### config.mk
export PLATFORM = sky130hd
export DESIGN_NAME = mips_mem_arbiter
export DESIGN_NICKNAME = d
export VERILOG_FILES = /design/src/rtl/mips_mem_arbiter.sv
export SDC_FILE = /design/constraint.sdc
export NUM_CORES = 1
export LEC_CHECK = 0
export CAP_MARGIN = 20
export CORE_AREA = 2 2 110 69
export CTS_CLUSTER_DIAMETER = 30
export DETAILED_ROUTE_END_ITERATION = 7
export DIE_AREA = 0 0 112 71
export GPL_ROUTABILITY_DRIVEN = 0
export PLACE_DENSITY = 0.84
export SLEW_MARGIN = 5
export SYNTH_ARGS = -nofsm -noshare
export SYNTH_HDL_FRONTEND = slang
export SYNTH_SLANG_ARGS = --single-unit
### constraint.sdc
create_clock -name clk -period 2.04 [get_ports clk]
set_clock_uncertainty 0.1 [all_clocks]
set_input_delay 0.408 -clock clk [delete_from_list [all_inputs] [get_ports clk]]
set_output_delay 0.408 -clock clk [all_outputs]
set_load 0.05 [all_outputs]
### src/rtl/mips_mem_arbiter.sv
// Single-port memory arbiter sharing one synchronous RAM between instruction fetch and load/store.
// Optional macro MEM_ARB_ROUND_ROBIN_EN: alternate grants on ties (default: data always wins ties).
module mips_mem_arbiter #(
    parameter int ADDR_W = 9,
    parameter int DATA_W = 32
) (
    input  logic              clk,
    input  logic              reset,
    input  logic              if_req,
    input  logic [ADDR_W-1:0] if_addr,
    output logic              if_ack,
    output logic [DATA_W-1:0] if_rdata,
    output logic              if_stall,
    input  logic              d_req,
    input  logic              d_we,
    input  logic [ADDR_W-1:0] d_addr,
    input  logic [DATA_W-1:0] d_wdata,
    output logic              d_ack,
    output logic [DATA_W-1:0] d_rdata,
    output logic              d_stall,
    output logic              mem_en,
    output logic              mem_we,
    output logic [ADDR_W-1:0] mem_addr,
    output logic [DATA_W-1:0] mem_wdata,
    input  logic [DATA_W-1:0] mem_rdata,
    output logic              busy
);

    // state | meaning
    // IDLE  | waiting for a request; winner latched on the way out
    // ISSUE | memory strobed with the latched access
    // ACK   | owner acked, read data forwarded from memory
    typedef enum logic [1:0] {IDLE, ISSUE, ACK} state_t;

`ifdef MEM_ARB_ROUND_ROBIN_EN
    localparam bit RR_EN = 1'b1;
`else
    localparam bit RR_EN = 1'b0;
`endif

    state_t            state_q;
    logic              owner_q;        // 1 = data requester owns the access
    logic              we_q;
    logic              last_grant_q;   // 1 = data was granted last
    logic              if_ack_q;
    logic              d_ack_q;
    logic              mem_en_q;
    logic              mem_we_q;
    logic [ADDR_W-1:0] mem_addr_q;
    logic [DATA_W-1:0] mem_wdata_q;
    logic              grant_data_d;

    always_comb begin
        grant_data_d = d_req;
        if (d_req && if_req) begin
            grant_data_d = RR_EN ? ~last_grant_q : 1'b1;
        end
    end

    always_ff @(posedge clk) begin
        if (reset) begin
            state_q      <= IDLE;
            owner_q      <= 1'b0;
            we_q         <= 1'b0;
            last_grant_q <= 1'b0;
            if_ack_q     <= 1'b0;
            d_ack_q      <= 1'b0;
            mem_en_q     <= 1'b0;
            mem_we_q     <= 1'b0;
            mem_addr_q   <= '0;
            mem_wdata_q  <= '0;
        end else begin
            if_ack_q <= 1'b0;
            d_ack_q  <= 1'b0;
            mem_en_q <= 1'b0;
            mem_we_q <= 1'b0;
            case (state_q)
                IDLE: begin
                    if (if_req || d_req) begin
                        owner_q     <= grant_data_d;
                        we_q        <= grant_data_d & d_we;
                        mem_en_q    <= 1'b1;
                        mem_we_q    <= grant_data_d & d_we;
                        mem_addr_q  <= grant_data_d ? d_addr : if_addr;
                        mem_wdata_q <= grant_data_d ? d_wdata : '0;
                        state_q     <= ISSUE;
                    end
                end
                ISSUE: begin
                    if_ack_q <= ~owner_q;
                    d_ack_q  <= owner_q;
                    state_q  <= ACK;
                end
                ACK: begin
                    last_grant_q <= owner_q;
                    state_q      <= IDLE;
                end
                default: state_q <= IDLE;
            endcase
        end
    end

    // Memory read data arrives in ACK, so the rdata mux is combinational off the ack flops.
    assign if_rdata  = if_ack_q ? mem_rdata : '0;
    assign d_rdata   = (d_ack_q && !we_q) ? mem_rdata : '0;
    assign if_ack    = if_ack_q;
    assign d_ack     = d_ack_q;
    assign if_stall  = if_req & ~if_ack_q;
    assign d_stall   = d_req & ~d_ack_q;
    assign mem_en    = mem_en_q;
    assign mem_we    = mem_we_q;
    assign mem_addr  = mem_addr_q;
    assign mem_wdata = mem_wdata_q;
    assign busy      = (state_q != IDLE);

endmodule

Word level (Yosys, flattened, before mapping)
Index checks and enable logic that the tools add are counted.

Register bits after elaboration: 49. Memory bits (writable): 0. Input bits: 87. Memories: 0. Memory bits (read-only): 0. Output and inout port bits: 112. Bits in latches: 0. Word-level logic and storage cells: 38.

Equality and inequality tests: 2. Multiplexer cells: 8. Shift operators: 0. $add $sub $neg: 0. $mul: 0. Reduce and logical (&&, ||, !) cells: 10. Bitwise logic cells: 9. Div/mod/pow operators: 0. $lt $le $gt $ge: 0.

Operators with widths (number): $mux 32 (3); $mux 9 (1); $not 1->1 (6); $pmux 2 s2 (1); $reduce_or 2->1 (2); $and 1x1->1 (3); $reduce_or 3->1 (1); $eq 2x1->1 const B (1); $logic_and 1x1->1 (2); $logic_not 2->1 (1); $mux 1 (2); $mux 2 (1); $ne 2x2->1 const B (1); $reduce_and 2->1 (1); $reduce_bool 2->1 (1); $logic_not 1->1 (1); $logic_or 1x1->1 (1).

Depth between registers and ports, before layout
Depth after elaboration: 3. Depth in mapped cells: 6. Depth with buffers taken out: 4.

Worst setup path before layout
Ideal clock, no wire load.

Kind: register to output. Start point: register d_ack_q, in the netlist d_ack. End point: output port d_rdata[0]. Required time: 1532 ps. Buffers on the path: 1. Stages on the path, launching flop included: 4. Arrival time: 1574 ps. Setup slack: -42 ps. Cell sequence: dfxtp_1 > nor2b_1 > clkbuf_1 > and2_1.

Word-level cells in the longest chain between the ends: 2.

RTL lines: start, declared (line 46) `logic d_ack_q;`; start signal, assigned (line 91) `d_ack_q <= owner_q;`; $logic_and 1x1->1 (line 105) `assign d_rdata = (d_ack_q && !we_q) ? mem_rdata : '0;`; $mux 32 (line 105); end, declared (line 19) `output logic [DATA_W-1:0] d_rdata,`.

Every way passes these cells.

Worst setup path after layout
Start point: register d_ack_q, in the netlist d_ack. End point: output port d_rdata[28].

Same word-level chain as after synthesis.

==> results.py <==
metrics = {
    "critical_path": {
        "worst_r2r_endpoint": "mem_addr[8]",
        "r2r_start": "state_q[1]",
        "critPathMaxFanout": 16,
        "ff2ff_path_depth": 4,
        "end_kind": "output pin",
        "rrSetupSlack_ns": 0.71,
        "crit_arrival_ns": 1.47,
        "cp.required_ns": 1.53,
        "path_class": "flip-flop to output pin",
        "start_kind": "flip-flop",
    },
    "clock_network": {
        "cts_buffers": 5,
        "cts_hold_buf": 0,
        "h-tree-depth": 2,
        "numClockSinks": 49,
        "clk_pin_slew_worst_paths_ns": 0.06,
        "clockBufferDepth": 2,
        "clk_latency_ns": 0.28,
        "cts_root_buffer": "clkbuf_16",
        "tritoncts": "done",
        "post-cts-setup-buffers": 0,
    },
    "yosys": {
        "synth_top_area_frac": 0.4240,
        "avgSynthCellArea_um2": 8.204,
        "syn-instance-count": 282,
        "ys_seq_elements": 49,
        "yosys_warnings": 0,
        "synthDistinctLibCells": 23,
        "yosysSeqAreaShare": 0.4240,
        "synth_nets": 369,
        "yosys.area.top_type": "dfxtp_1",
        "netlist_area_um2": 2313,
        "synth.area.top_cells": "dfxtp_1, and2_1, a21oi_1, o21ai_0, nand2_1",
    },
    "sta": {
        "worstMarginPinSlew_ns": 0.5487,
        "hold_viol": 0,
        "fin_crit_sh": 0.9673,
        "finalSetupTns_ns": 0,
        "setup_viol": 0,
        "timing.fmax_ghz": 0.5067,
        "rsz0062_at_grt": "false",
        "period_needed_ns": 1.973,
        "max_slew_margin": 0.6331,
        "slew_viol_final": 0,
    },
    "finish": {
        "nets": 561,
        "antenna_cells": 0,
        "drive_gt1_frac": 0.2653,
        "syn2layout_area_growth_pct": 126.0,
        "fin_cells": 566,
    },
    "placed_design": {
        "dp_hpwl_um": 7303,
        "port_buffers": 198,
        "place_inst": 557,
    },
    "power": {
        "clkPwrFrac": 0.269,
        "swShare": 0.3301,
        "p_leak_uw": 0.002046,
        "p_comb_frac": 0.365,
        "peakVddDrop_mv": 0.5044,
        "p_int_uw": 1949,
        "p_sw_uw": 960.1,
        "pwr-share-seq": 0.366,
        "power_density_nw_per_um2": 556.3,
    },
    "drt": {
        "via_per_inst": 4.772,
        "final_antenna_net_count": 0,
        "wl_per_cell_um": 16.34,
        "drt-initial-drc-count": 105,
        "routed.top_layer": "met4",
        "route.met3.wl_um": 582,
        "wl_met2_um": 4639,
        "route.vias.total": 2701,
        "wl_um": 9249,
        "met1_length_um": 3889,
        "drc": 0,
        "dr.pass1.iters": 4,
    },
    "floorplan": {
        "die_w_um": 112,
        "dieArea_um2": 7952,
        "rows": 24,
        "fp.dieH_um": 71,
        "core-area_um2": 7027,
        "start_util": 0.3292,
        "ios": 199,
    },
    "global_route": {
        "grt_pass1_wl_um": 13780,
        "grt_max_degree": 37,
        "gr-total-overflow": 0,
        "antenna_found_initial": 0,
        "grt_pass1_vias": 2643,
        "gr-usage-all-layers": 0.2180,
    },
    "job": {
        "drv_cap": 0,
    },
    "status": {
        "status": "complete, no violations",
    },
    "min_path": {
        "holdPathStages": 1,
        "hold_class": "flip-flop to flip-flop",
        "min_from": "owner_q",
        "hold_end": "if_ack",
    },
}
[metal layers]
| metal | track usage | vias to the layer above |
|---|---|---|
| met4 | 0.05691 | 0 |
| met1 | 0.2666 | 1240 |
| li1 | - | 1327 |
| met3 | 0.04456 | 13 |
| met5 | 0 | - |
| met2 | 0.3966 | 121 |
[per-stage QoR]
stage	total power, uW	setup WS [ns]	cell area [um2]	utilization	hold slack [ns]
2_1_floorplan	1640	0.08446	2351	-	0.2992
3_3_place_gp	2121	0.1461	5066	0.7210	0.3212
3_5_place_dp	2143	0.08762	5066	0.7210	0.3329
4_1_cts	2924	0.02011	5206	0.7409	0.3441
5_1_grt	3017	0.01143	5229	0.7441	0.3662
6_report	2909	0.06663	5229	0.7441	0.3529
[logic make-up after synthesis]
kind of cell           synth area share
and+or+nand+nor                  0.2764
AOI/OAI and AO/OA                0.1958
DFF                              0.4240
buffers and inverters           0.06489
muxes                           0.03894
[cell usage after synthesis (all sizes together)]
master / count
a211oi: 9
a21oi: 43
and2: 65
buf: 12
clkbuf: 13
dfxtp: 49
inv: 1
mux2i: 9
nand2: 33
nand3: 1
nor2: 4
nor2b: 4
nor3: 2
nor3b: 2
o21ai: 34
or2: 1
[final cells by class]
type | count | area [um2]
inverters | 1 | 3.754
clock buffers | 7 | 132.6
clock inverters | 1 | 7.507
repair buffers | 210 | 2763
well taps | 91 | 113.9
multi-input cells | 207 | 1227
fillers | 512 | 1798
flip-flops and latches | 49 | 980.9
[timing repair]
| action | 4_1_cts | 5_1_grt |
|---|---|---|
| setup endpoints to repair | 0 | 32 |
| endpoints found under the hold margin | 0 | 0 |
| gates resized for setup | 0 | 6 |
[how the worst max path moves through the flow]
stage	slack, ns	start	to	cells past startpoint
after floorplan	0.08	d_ack	d_rdata[0]	3
after global placement	0.15	d_req	mem_addr[0]	5
after detailed placement	0.09	d_req	mem_addr[5]	5
after CTS	0.02	d_ack	d_rdata[4]	4
after global routing	0.01	d_ack	d_rdata[20]	4
final	0.07	d_ack	d_rdata[28]	4
[layout by cell type (no fill, tap or decap), types with 2 or more instances in the layout]
cell type / n
clkbuf_16: 5
a21oi_1: 43
clkdlybuf4s50_1: 127
and2_2: 30
buf_12: 69
o21ai_0: 27
buf_4: 11
nand2_1: 33
and2_1: 35
buf_6: 2
clkbuf_1: 2
mux2i_1: 9
nor2b_1: 3
o21ai_1: 7
nor2_2: 2
dfxtp_1: 49
nor3_1: 2
a211oi_1: 9
[power groups by stage]
| stage | Combinational (uW) | Clock (uW) | Sequential [uW] |
|---|---|---|---|
| after global routing | 1110 | 832 | 1070 |
| final | 1060 | 783 | 1070 |
| after CTS | 1060 | 799 | 1060 |
| after global placement | 1040 | 0 | 1080 |
| after detailed placement | 1060 | 0 | 1080 |
| after floorplan | 340 | 0 | 1300 |
[state kept, by name, indices dropped and copies added, names as in the netlist]
| name | flops |
|---|---|
| mem_wdata | 32 |
| mem_addr | 9 |
| d_ack | 1 |
| mem_we | 1 |
| we_q | 1 |
| state_q | 2 |
| mem_en | 1 |
| owner_q | 1 |
| if_ack | 1 |
[critical path, stage by stage, from the launching register on]
cell	delay [ns]
dfxtp_1	0.44
nor2b_4	0.23
buf_6	0.18
and2_2	0.20
buf_12	0.14
Note: power is estimated with default switching activity, not from simulation.
